**src/rtl/pwm_fade_ctrl.sv**
```systemverilog
// Duty-cycle fade sequencer: steps a 4-bit PWM duty toward a latched target, one LSB per step tick.
// Define PWM_FADE_BREATHE_EN to enable breathe mode (RAMP -> HOLD -> FALL -> RAMP looping).
module pwm_fade_ctrl #(
    parameter int unsigned PWM_FREQ     = 1_000,
    parameter int unsigned CLK_FREQ     = 200_000_000,
    parameter int unsigned STEP_PERIODS = 8,
    parameter int unsigned HOLD_STEPS   = 16
) (
    input  logic       clk,
    input  logic       arst_n,
    input  logic       start,
    input  logic       stop,
    input  logic [3:0] target_duty,
    output logic [3:0] duty_cycle,
    output logic       busy,
    output logic       done
);

    localparam int unsigned CNT_THRESH = CLK_FREQ / PWM_FREQ;
    localparam int unsigned CntW  = (CNT_THRESH > 1) ? $clog2(CNT_THRESH) : 1;
    localparam int unsigned StepW = (STEP_PERIODS > 1) ? $clog2(STEP_PERIODS) : 1;
    localparam logic [CntW-1:0]  FrameLast = CntW'(CNT_THRESH - 1);
    localparam logic [StepW-1:0] StepLast  = StepW'(STEP_PERIODS - 1);

    if (STEP_PERIODS == 0 || HOLD_STEPS == 0 || CNT_THRESH == 0) begin : g_param_check
        $error("pwm_fade_ctrl: STEP_PERIODS, HOLD_STEPS and CLK_FREQ/PWM_FREQ must be >= 1");
    end

    typedef enum logic [1:0] {StIdle, StRamp, StHold, StFall} state_e;

    state_e           state_q, state_d;
    logic [3:0]       duty_q, duty_d;
    logic [3:0]       target_q, target_d;
    logic [CntW-1:0]  frame_cnt_q, frame_cnt_d;
    logic [StepW-1:0] step_cnt_q, step_cnt_d;
    logic             done_q, done_d;
    logic             frame_tick, step_tick;

`ifdef PWM_FADE_BREATHE_EN
    localparam int unsigned HoldW = (HOLD_STEPS > 1) ? $clog2(HOLD_STEPS) : 1;
    localparam logic [HoldW-1:0] HoldLast = HoldW'(HOLD_STEPS - 1);
    logic [HoldW-1:0] hold_cnt_q, hold_cnt_d;
`endif

    assign frame_tick = (frame_cnt_q == FrameLast);
    assign step_tick  = frame_tick && (step_cnt_q == StepLast);

    always_comb begin
        state_d     = state_q;
        duty_d      = duty_q;
        target_d    = target_q;
        frame_cnt_d = frame_cnt_q;
        step_cnt_d  = step_cnt_q;
        done_d      = 1'b0;
`ifdef PWM_FADE_BREATHE_EN
        hold_cnt_d  = hold_cnt_q;
`endif

        // Frame/step counters free-run while a fade is active and freeze in idle.
        if (state_q != StIdle) begin
            if (frame_tick) begin
                frame_cnt_d = '0;
                step_cnt_d  = step_tick ? '0 : step_cnt_q + StepW'(1);
            end else begin
                frame_cnt_d = frame_cnt_q + CntW'(1);
            end
        end

        case (state_q)
            StIdle: begin
                if (start) begin
                    target_d    = target_duty;
                    frame_cnt_d = '0;
                    step_cnt_d  = '0;
                    state_d     = StRamp;
                end
            end
            StRamp: begin
                if (duty_q == target_q) begin
`ifdef PWM_FADE_BREATHE_EN
                    if (target_q == 4'd0) begin
                        done_d = step_tick;
                    end else begin
                        hold_cnt_d = '0;
                        state_d    = StHold;
                    end
`else
                    done_d  = 1'b1;
                    state_d = StIdle;
`endif
                end else if (step_tick) begin
                    duty_d = (duty_q < target_q) ? duty_q + 4'd1 : duty_q - 4'd1;
                end
            end
`ifdef PWM_FADE_BREATHE_EN
            StHold: begin
                // The final hold tick also takes the first fall step, so the dwell at
                // target is exactly HOLD_STEPS step periods.
                if (step_tick) begin
                    if (hold_cnt_q == HoldLast) begin
                        duty_d  = duty_q - 4'd1;
                        state_d = StFall;
                    end else begin
                        hold_cnt_d = hold_cnt_q + HoldW'(1);
                    end
                end
            end
            StFall: begin
                if (duty_q == 4'd0) begin
                    done_d  = 1'b1;
                    state_d = StRamp;
                end else if (step_tick) begin
                    duty_d = duty_q - 4'd1;
                end
            end
`endif
            default: state_d = StIdle;
        endcase

        // Stop overrides everything, including a simultaneous start.
        if (stop) begin
            state_d     = StIdle;
            duty_d      = 4'd0;
            frame_cnt_d = '0;
            step_cnt_d  = '0;
            done_d      = 1'b0;
`ifdef PWM_FADE_BREATHE_EN
            hold_cnt_d  = '0;
`endif
        end
    end

    always_ff @(posedge clk or negedge arst_n) begin
        if (!arst_n) begin
            state_q     <= StIdle;
            duty_q      <= 4'd0;
            target_q    <= 4'd0;
            frame_cnt_q <= '0;
            step_cnt_q  <= '0;
            done_q      <= 1'b0;
        end else begin
            state_q     <= state_d;
            duty_q      <= duty_d;
            target_q    <= target_d;
            frame_cnt_q <= frame_cnt_d;
            step_cnt_q  <= step_cnt_d;
            done_q      <= done_d;
        end
    end

`ifdef PWM_FADE_BREATHE_EN
    always_ff @(posedge clk or negedge arst_n) begin
        if (!arst_n) begin
            hold_cnt_q <= '0;
        end else begin
            hold_cnt_q <= hold_cnt_d;
        end
    end
`endif

    assign duty_cycle = duty_q;
    assign busy       = (state_q != StIdle);
    assign done       = done_q;

endmodule

```
**config.mk**
```make
export PLATFORM = sky130hd
export DESIGN_NAME = pwm_fade_ctrl
export DESIGN_NICKNAME = d
export VERILOG_FILES = /design/src/rtl/pwm_fade_ctrl.sv
export SDC_FILE = /design/constraint.sdc
export NUM_CORES = 1
export LEC_CHECK = 0
export CAP_MARGIN = 15
export CORE_UTILIZATION = 64
export CTS_BUF_LIST = sky130_fd_sc_hd__clkbuf_4 sky130_fd_sc_hd__clkbuf_8
export CTS_CLUSTER_DIAMETER = 120
export DETAILED_ROUTE_END_ITERATION = 8
export GPL_TIMING_DRIVEN = 0
export MAX_ROUTING_LAYER = met4
export PLACE_DENSITY = 0.87
export SYNTH_ARGS = -nofsm -noshare
export SYNTH_HDL_FRONTEND = slang
export SYNTH_SLANG_ARGS = --single-unit
```
**constraint.sdc**
```tcl
create_clock -name clk -period 4.7 [get_ports clk]
set_clock_uncertainty 0.05 [all_clocks]
set_input_delay 0.94 -clock clk [delete_from_list [all_inputs] [get_ports clk]]
set_output_delay 0.94 -clock clk [all_outputs]
set_load 0.01 [all_outputs]
```
==> key figures, run 1 <==
STA
  – Final Critical Period: 2.961 ns
  – Period utilisation layout: 63.00%
  – Final Hold Viols: 0
  – WHS: about 0.51 ns
  – Maximum clock rate: 0.3377 GHz
  – RSZ-0062 raised after global routing: false
  – Final setup violation count: 0
  – Final worst slack: 1.739 ns
  – Final setup TNS: 0 ns
  – Tightest Pin Transition: between 0.7 and 0.8 ns
  – Pins Over Slew Limit: 0
  – Slew headroom: between 40% and 50%

Drt
  – Drt wl/cell: 15.66 µm
  – Drt drc: 0
  – Vias per inst: 5.853
  – Via count: 1270
  – 1st-pass router iterations: 4
  – Routed WL: 3398 µm
  – DRT iter0 DRCs: 20
  – Final ANT Viol Nets: 0

Clocking
  – H-tree depth: 2
  – Num CTS Buffers: 5
  – CTS Sinks: 31
  – Clock tree buffer depth: 2
  – Clock transition at path regs: 0.10 ns
  – Post-CTS setup buffers: 0
  – Hold_buf cts: 0
  – Cts repair resizes: 0
  – CTS tree: done
  – Clk_lat worst skew: roughly 0.33 ns
  – Clock root cell: clkbuf_4

Floorplan
  – I/O Pins: 14
  – Core area: roughly 2500 µm²
  – FP Rows: 18
  – Chip height: 53.15 µm
  – DIE WIDTH: around 53 µm
  – Initial core utilization: between 60% and 70%
  – Die ar.: 2824 µm²

Place
  – Gpl congestion: 0.8037
  – Placed Instances: 209
  – Port Buf Inserts: 12
  – Placement Cell Area: 1859 µm²
  – Pre-CTS setup slack: 1.861 ns
  – DP Wirelength: 2537 µm

Layout
  – Footprint of the multi-input gates: 854.6 µm²
  – Area added between synthesis and finish: 14.50%
  – Non-Filler Instances: 217
  – Final instance area: roughly 1900 µm²
  – # nets final: 204
  – Filler Cell Count: 156
  – Sequential cell area: between 700 and 800 µm²
  – Antenna fix cells: 0
  – Most frequent cells in the layout: dfrtp_1, nor2_1, nand2_1, clkdlybuf4s50_1, xor2_1
  – Fin util: just under 80%
  – Commonest non-fill, non-tap cell in the layout: dfrtp_1
  – Fraction of layout cells with a size suffix above 1: 11.76%

Setup path
  – R2r setup slk: around 1.7 ns
  – Critical path data arrival time: about 3.2 ns
  – Critical Path Start: duty_cycle[1]
  – Slowest CP cell: dfrtp_1
  – FF-to-FF Start: duty_cycle[1]
  – Critical Path Max Stage Delay: ~0.45 ns
  – WS Path Type: flip-flop to flip-flop
  – Startpoint types: flip-flop
  – Worst-path cell chain: ha_1, nor2b_1, o211ai_1, nand2_1, ha_1, a21oi_1, nand2_1, a2111o_1, a21oi_1, nand4b_1
  – Crit. End Element: flip-flop
  – CP required: 4.91 ns
  – CP max FO: 5

Global route
  – Largest net degree at the start of global routing: 18
  – Gr ovfl total: 0
  – First-pass GRT wire length: between 5000 and 6000 µm
  – Number of global-route vias before repair: about 1200
  – Antenna violations before repair: 0
  – Total GRT Usage: roughly 29%

Synthesis
  – Seq/Total Area, Yosys: approximately 46%
  – Post-Syn Nets: 184
  – Yosys warnings: 0
  – Yosys cell types: 37
  – Synth Instances: 166
  – Synth Register Bits: 31
  – Avg Cell Area, Syn: a little over 10 µm²
  – Cell Area, Synth: 1674 µm²

Min path
  – HP Start: step_cnt_q[0]
  – Hold Path Class: flip-flop to flip-flop

Power
  – P_leak: between 0.8 and 0.9 nW
  – Pwr dens: 263.2 nW/µm²
  – Total design power: 504.5 µW
  – Peak VDD IR: 0.0002390 V

Status
  – Status: finished clean

Job
  – MaxCap Viol Count: 0
==> layer usage <==
layer  track usage (%)  vias to the layer above  share of wire, %
met2             48.10                       28                50
met4             14.04                        0               3.3
li1                  -                      603                 -
met1             32.96                      627                44
met5                 -                        -                 0
met3             7.759                       12               3.1
==> path summary, 6_finish.rpt <==
check                                      end  cells past startpoint
worst max-delay path             duty_cycle[3]                     10
min in group asynchronous        duty_cycle[3]                      1
worst max register to register   duty_cycle[3]                     10
max in group asynchronous       frame_cnt_q[7]                      2
worst min-delay path             step_cnt_q[0]                      2
worst min register to register   step_cnt_q[0]                      2
==> kinds of logic (layout without fill, tap and decap cells) <==
family	Yosys count	after routing	share of synthesized area, %
AND/OR/NAND/NOR	79	79	26.08
adder cells (fa/ha/maj)	10	10	7.922
AO/OA/AOI/OAI	12	12	4.634
XOR/XNOR	19	19	9.940
buffers and inverters	11	32	2.616
flip-flops	31	31	46.34
multiplexers	4	4	2.466
==> cell type report <==
cell class | instances | share of cell area [%]
multi-input combinational | 124 | 44.58
sequential | 31 | 40.47
timing repair buffer | 13 | 7.702
clock buffer | 7 | 2.742
tap | 30 | 1.958
inverter | 7 | 1.371
buffer | 4 | 0.9138
clock inverter | 1 | 0.2611
==> worst max-delay path: cells and delay by family, from the launching register on <==
family	cells	cell delay (ns)
flip-flops	1	0.45
AND/OR/NAND/NOR	4	0.60
AO/OA/AOI/OAI	4	1.09
adder cells (fa/ha/maj)	2	0.70
==> report_power, final <==
| group | internal [mW] | switching [mW] |
|---|---|---|
| combinational | 0.0274 | 0.0397 |
| clock | 0.0698 | 0.0891 |
| sequential | 0.274 | 0.00438 |
| total | 0.371 | 0.133 |
==> registers in the layout, indices dropped and copies added, names as in the netlist <==
name / cells
duty_cycle: 4
done: 1
frame_cnt_q: 18
target_q: 4
state_q: 1
step_cnt_q: 3
==> synth_stat cells, drive strengths merged <==
cell / n / area [µm²]
dfrtp: 31 / 775.7
nor2: 26 / 100.1
nand2: 19 / 76.32
xor2: 11 / 96.34
ha: 9 / 112.6
nand4: 9 / 77.57
xnor2: 8 / 70.07
inv: 7 / 26.28
a21oi: 5 / 28.78
and3: 4 / 25.02
nand3: 4 / 20.02
nor3: 4 / 31.28
mux2i: 3 / 30.03
nand4b: 3 / 26.28
nor2b: 3 / 18.77
o21ai: 3 / 15.01
a21boi: 2 / 15.02
buf: 2 / 10.01
clkbuf: 2 / 7.510
a2111o: 1 / 11.26
and2: 1 / 6.260
and4: 1 / 10.01
fa: 1 / 20.02
mux2: 1 / 11.26
nor3b: 1 / 7.510
o211ai: 1 / 7.510
or2: 1 / 6.260
or3: 1 / 6.260
or4: 1 / 11.26
or4b: 1 / 13.76
Note: power is estimated with default switching activity, not from simulation.
==> inputs of run 2 (changes only) <==
--- a/config.mk
+++ b/config.mk
@@ -6,13 +6,13 @@
 export NUM_CORES = 1
 export LEC_CHECK = 0
 export CAP_MARGIN = 15
-export CORE_UTILIZATION = 64
+export CORE_UTILIZATION = 59
 export CTS_BUF_LIST = sky130_fd_sc_hd__clkbuf_4 sky130_fd_sc_hd__clkbuf_8
 export CTS_CLUSTER_DIAMETER = 120
 export DETAILED_ROUTE_END_ITERATION = 8
 export GPL_TIMING_DRIVEN = 0
 export MAX_ROUTING_LAYER = met4
-export PLACE_DENSITY = 0.87
+export PLACE_DENSITY = 0.81
 export SYNTH_ARGS = -nofsm -noshare
 export SYNTH_HDL_FRONTEND = slang
 export SYNTH_SLANG_ARGS = --single-unit
==> constraint.sdc (replaced) <==
create_clock -name clk -period 2.8 [get_ports clk]
set_clock_uncertainty 0.05 [all_clocks]
set_input_delay 0.56 -clock clk [delete_from_list [all_inputs] [get_ports clk]]
set_output_delay 0.56 -clock clk [all_outputs]
set_load 0.01 [all_outputs]
==> key figures, run 2 (synthesis gave the netlist of run 1 again) <==
Global route
  – Gr ovfl total: 0
  – First-pass GRT wire length: 5664 µm
  – Antenna violations before repair: 0
  – Total GRT Usage: 24.62%
  – Largest net degree at the start of global routing: 18
  – Number of global-route vias before repair: 1269

Clocking
  – Clock tree buffer depth: 2
  – H-tree depth: 2
  – Clock root cell: clkbuf_4
  – Num CTS Buffers: 5
  – Clk_lat worst skew: 0.34 ns
  – Hold_buf cts: 0
  – CTS tree: done
  – CTS Sinks: 31
  – Clock transition at path regs: ~0.1 ns

Layout
  – Sequential cell area: 777.0 µm²
  – Most frequent cells in the layout: dfrtp_1, nor2_1, nand2_1, clkdlybuf4s50_1, xor2_1
  – Biggest register: frame_cnt_q
  – Fraction of layout cells with a size suffix above 1: about 14%
  – Antenna fix cells: 0
  – Commonest non-fill, non-tap cell in the layout: dfrtp_1
  – Footprint of the multi-input gates: 867.1 µm²
  – Area added between synthesis and finish: 16.22%
  – # nets final: 206
  – Largest register FFs: 18
  – Non-Filler Instances: about 220
  – Filler Cell Count: 190

Place
  – Placed Instances: 209
  – Port Buf Inserts: 12
  – DP Wirelength: 2382 µm
  – Gpl congestion: 0.7680

Floorplan
  – I/O Pins: 14
  – Initial core utilization: approximately 65%
  – Die ar.: 3054 µm²
  – FP Rows: 18
  – Core area: 2567 µm²
  – DIE WIDTH: 55.27 µm
  – Chip height: 55.27 µm

Drt
  – Drt drc: 0
  – Drt wl/cell: 14.78 µm
  – Routed WL: 3236 µm
  – DR WL met2: 1568 µm
  – DRT iter0 DRCs: 37
  – Via count: 1253
  – Vias per inst: 5.721
  – Metal3 WL: 121 µm
  – 1st-pass router iterations: 4
  – Final ANT Viol Nets: 0
  – M1 WL: 1499 µm
  – Max Used Layer: met4

Power
  – Sw frac: 27.05%
  – Seq pwr share: 54.8%
  – Net switching power: 230.5 µW
  – Peak VDD IR: 0.0004427 V
  – Total design power: 852.3 µW
  – Cell-internal power: 621.8 µW
  – Comb pwr share: 14.4%
  – Pwr dens: 438.1 nW/µm²
  – P_leak: 0.8780 nW
  – Clock Power Share: 30.8%

Setup path
  – CP required: 3.02 ns
  – Cells on worst reg2reg path: 10
  – Startpoint types: flip-flop
  – CP max FO: 5
  – WS Path Type: flip-flop to flip-flop
  – Crit. End Element: flip-flop
  – RR Endpoint: duty_cycle[3]
  – FF-to-FF Start: duty_cycle[1]
  – Critical path data arrival time: roughly 2.9 ns
  – R2r setup slk: 0.13 ns

STA
  – Tightest Pin Transition: 0.7955 ns
  – Final setup TNS: 0 ns
  – Final setup violation count: 0
  – Period utilisation layout: 95.23%
  – Maximum clock rate: roughly 0.38 GHz
  – Pins Over Slew Limit: 0
  – Slew headroom: 46.80%
  – Final Hold Viols: 0
  – Final Critical Period: 2.667 ns

Min path
  – WHS Endpoint: target_q[0]
  – Hold Path Class: flip-flop to flip-flop
  – HP Start: target_q[0]
  – Hold path cells: 1

Status
  – Status: finished clean

Job
  – MaxCap Viol Count: 0
run 2: through the flow:
step / hold slack [ns] / util [%] / worst slack (ns) / instance area (µm²)
final: 0.5067 / 75.78 / 0.1334 / 1946
after global routing: 0.5069 / 75.78 / -0.02038 / 1946
after CTS: 0.4997 / 74.95 / 0.09559 / 1924
after detailed placement: 0.4725 / 72.42 / 0.02884 / 1859
after global placement: 0.4607 / 71.35 / 0.1418 / 1832
after floorplan: 0.2144 / - / 0.2491 / 1674
run 2: how the worst max path moves through the flow:
stage,from,to,cells after the start
6_report,duty_cycle[1],duty_cycle[3],10
3_5_place_dp,duty_cycle[1],duty_cycle[3],10
4_1_cts,duty_cycle[1],duty_cycle[3],10
3_3_place_gp,duty_cycle[1],duty_cycle[3],10
5_1_grt,duty_cycle[1],duty_cycle[3],10
2_1_floorplan,duty_cycle[1],duty_cycle[3],10
run 2: layout make-up:
type | count | share of cell area, %
Buffer | 4 | 0.9003
Clock buffer | 6 | 2.315
Clock inverter | 2 | 0.6431
Inverter | 7 | 1.350
Multi-Input combinational cell | 124 | 44.57
Sequential cell | 31 | 39.94
Tap cell | 30 | 1.929
Timing Repair Buffer | 15 | 8.360
run 2: layer usage:
| metal | track usage (%) | up-vias |
|---|---|---|
| met5 | - | - |
| met4 | 7.857 | 0 |
| met3 | 7.728 | 6 |
| met2 | 37.87 | 22 |
| met1 | 31.20 | 613 |
| li1 | - | 612 |
run 2: worst max-delay path, cell delays in order, from the launching register on:
cell	delay, ns
dfrtp_2	0.45
ha_1	0.32
nor2b_1	0.15
o211ai_1	0.24
nand2_1	0.19
ha_4	0.27
a21oi_1	0.14
nand2_1	0.13
a2111o_1	0.39
a21oi_1	0.14
nand4b_1	0.13
run 2: what timing repair did:
item / CTS / global route
gates resized for setup: 0 / 2
setup buffers: 1 / 1
pin swaps: 1 / 0
endpoints found under the setup margin: 1 / 1
run 2: power by group through the flow:
| stage | Sequential (mW) | Combinational, mW | Clock [mW] |
|---|---|---|---|
| 2_1_floorplan | 0.475 | 0.0635 | 0 |
| 3_3_place_gp | 0.475 | 0.0994 | 0 |
| 3_5_place_dp | 0.476 | 0.110 | 0 |
| 4_1_cts | 0.467 | 0.115 | 0.270 |
| 5_1_grt | 0.469 | 0.135 | 0.287 |
| 6_report | 0.467 | 0.123 | 0.262 |
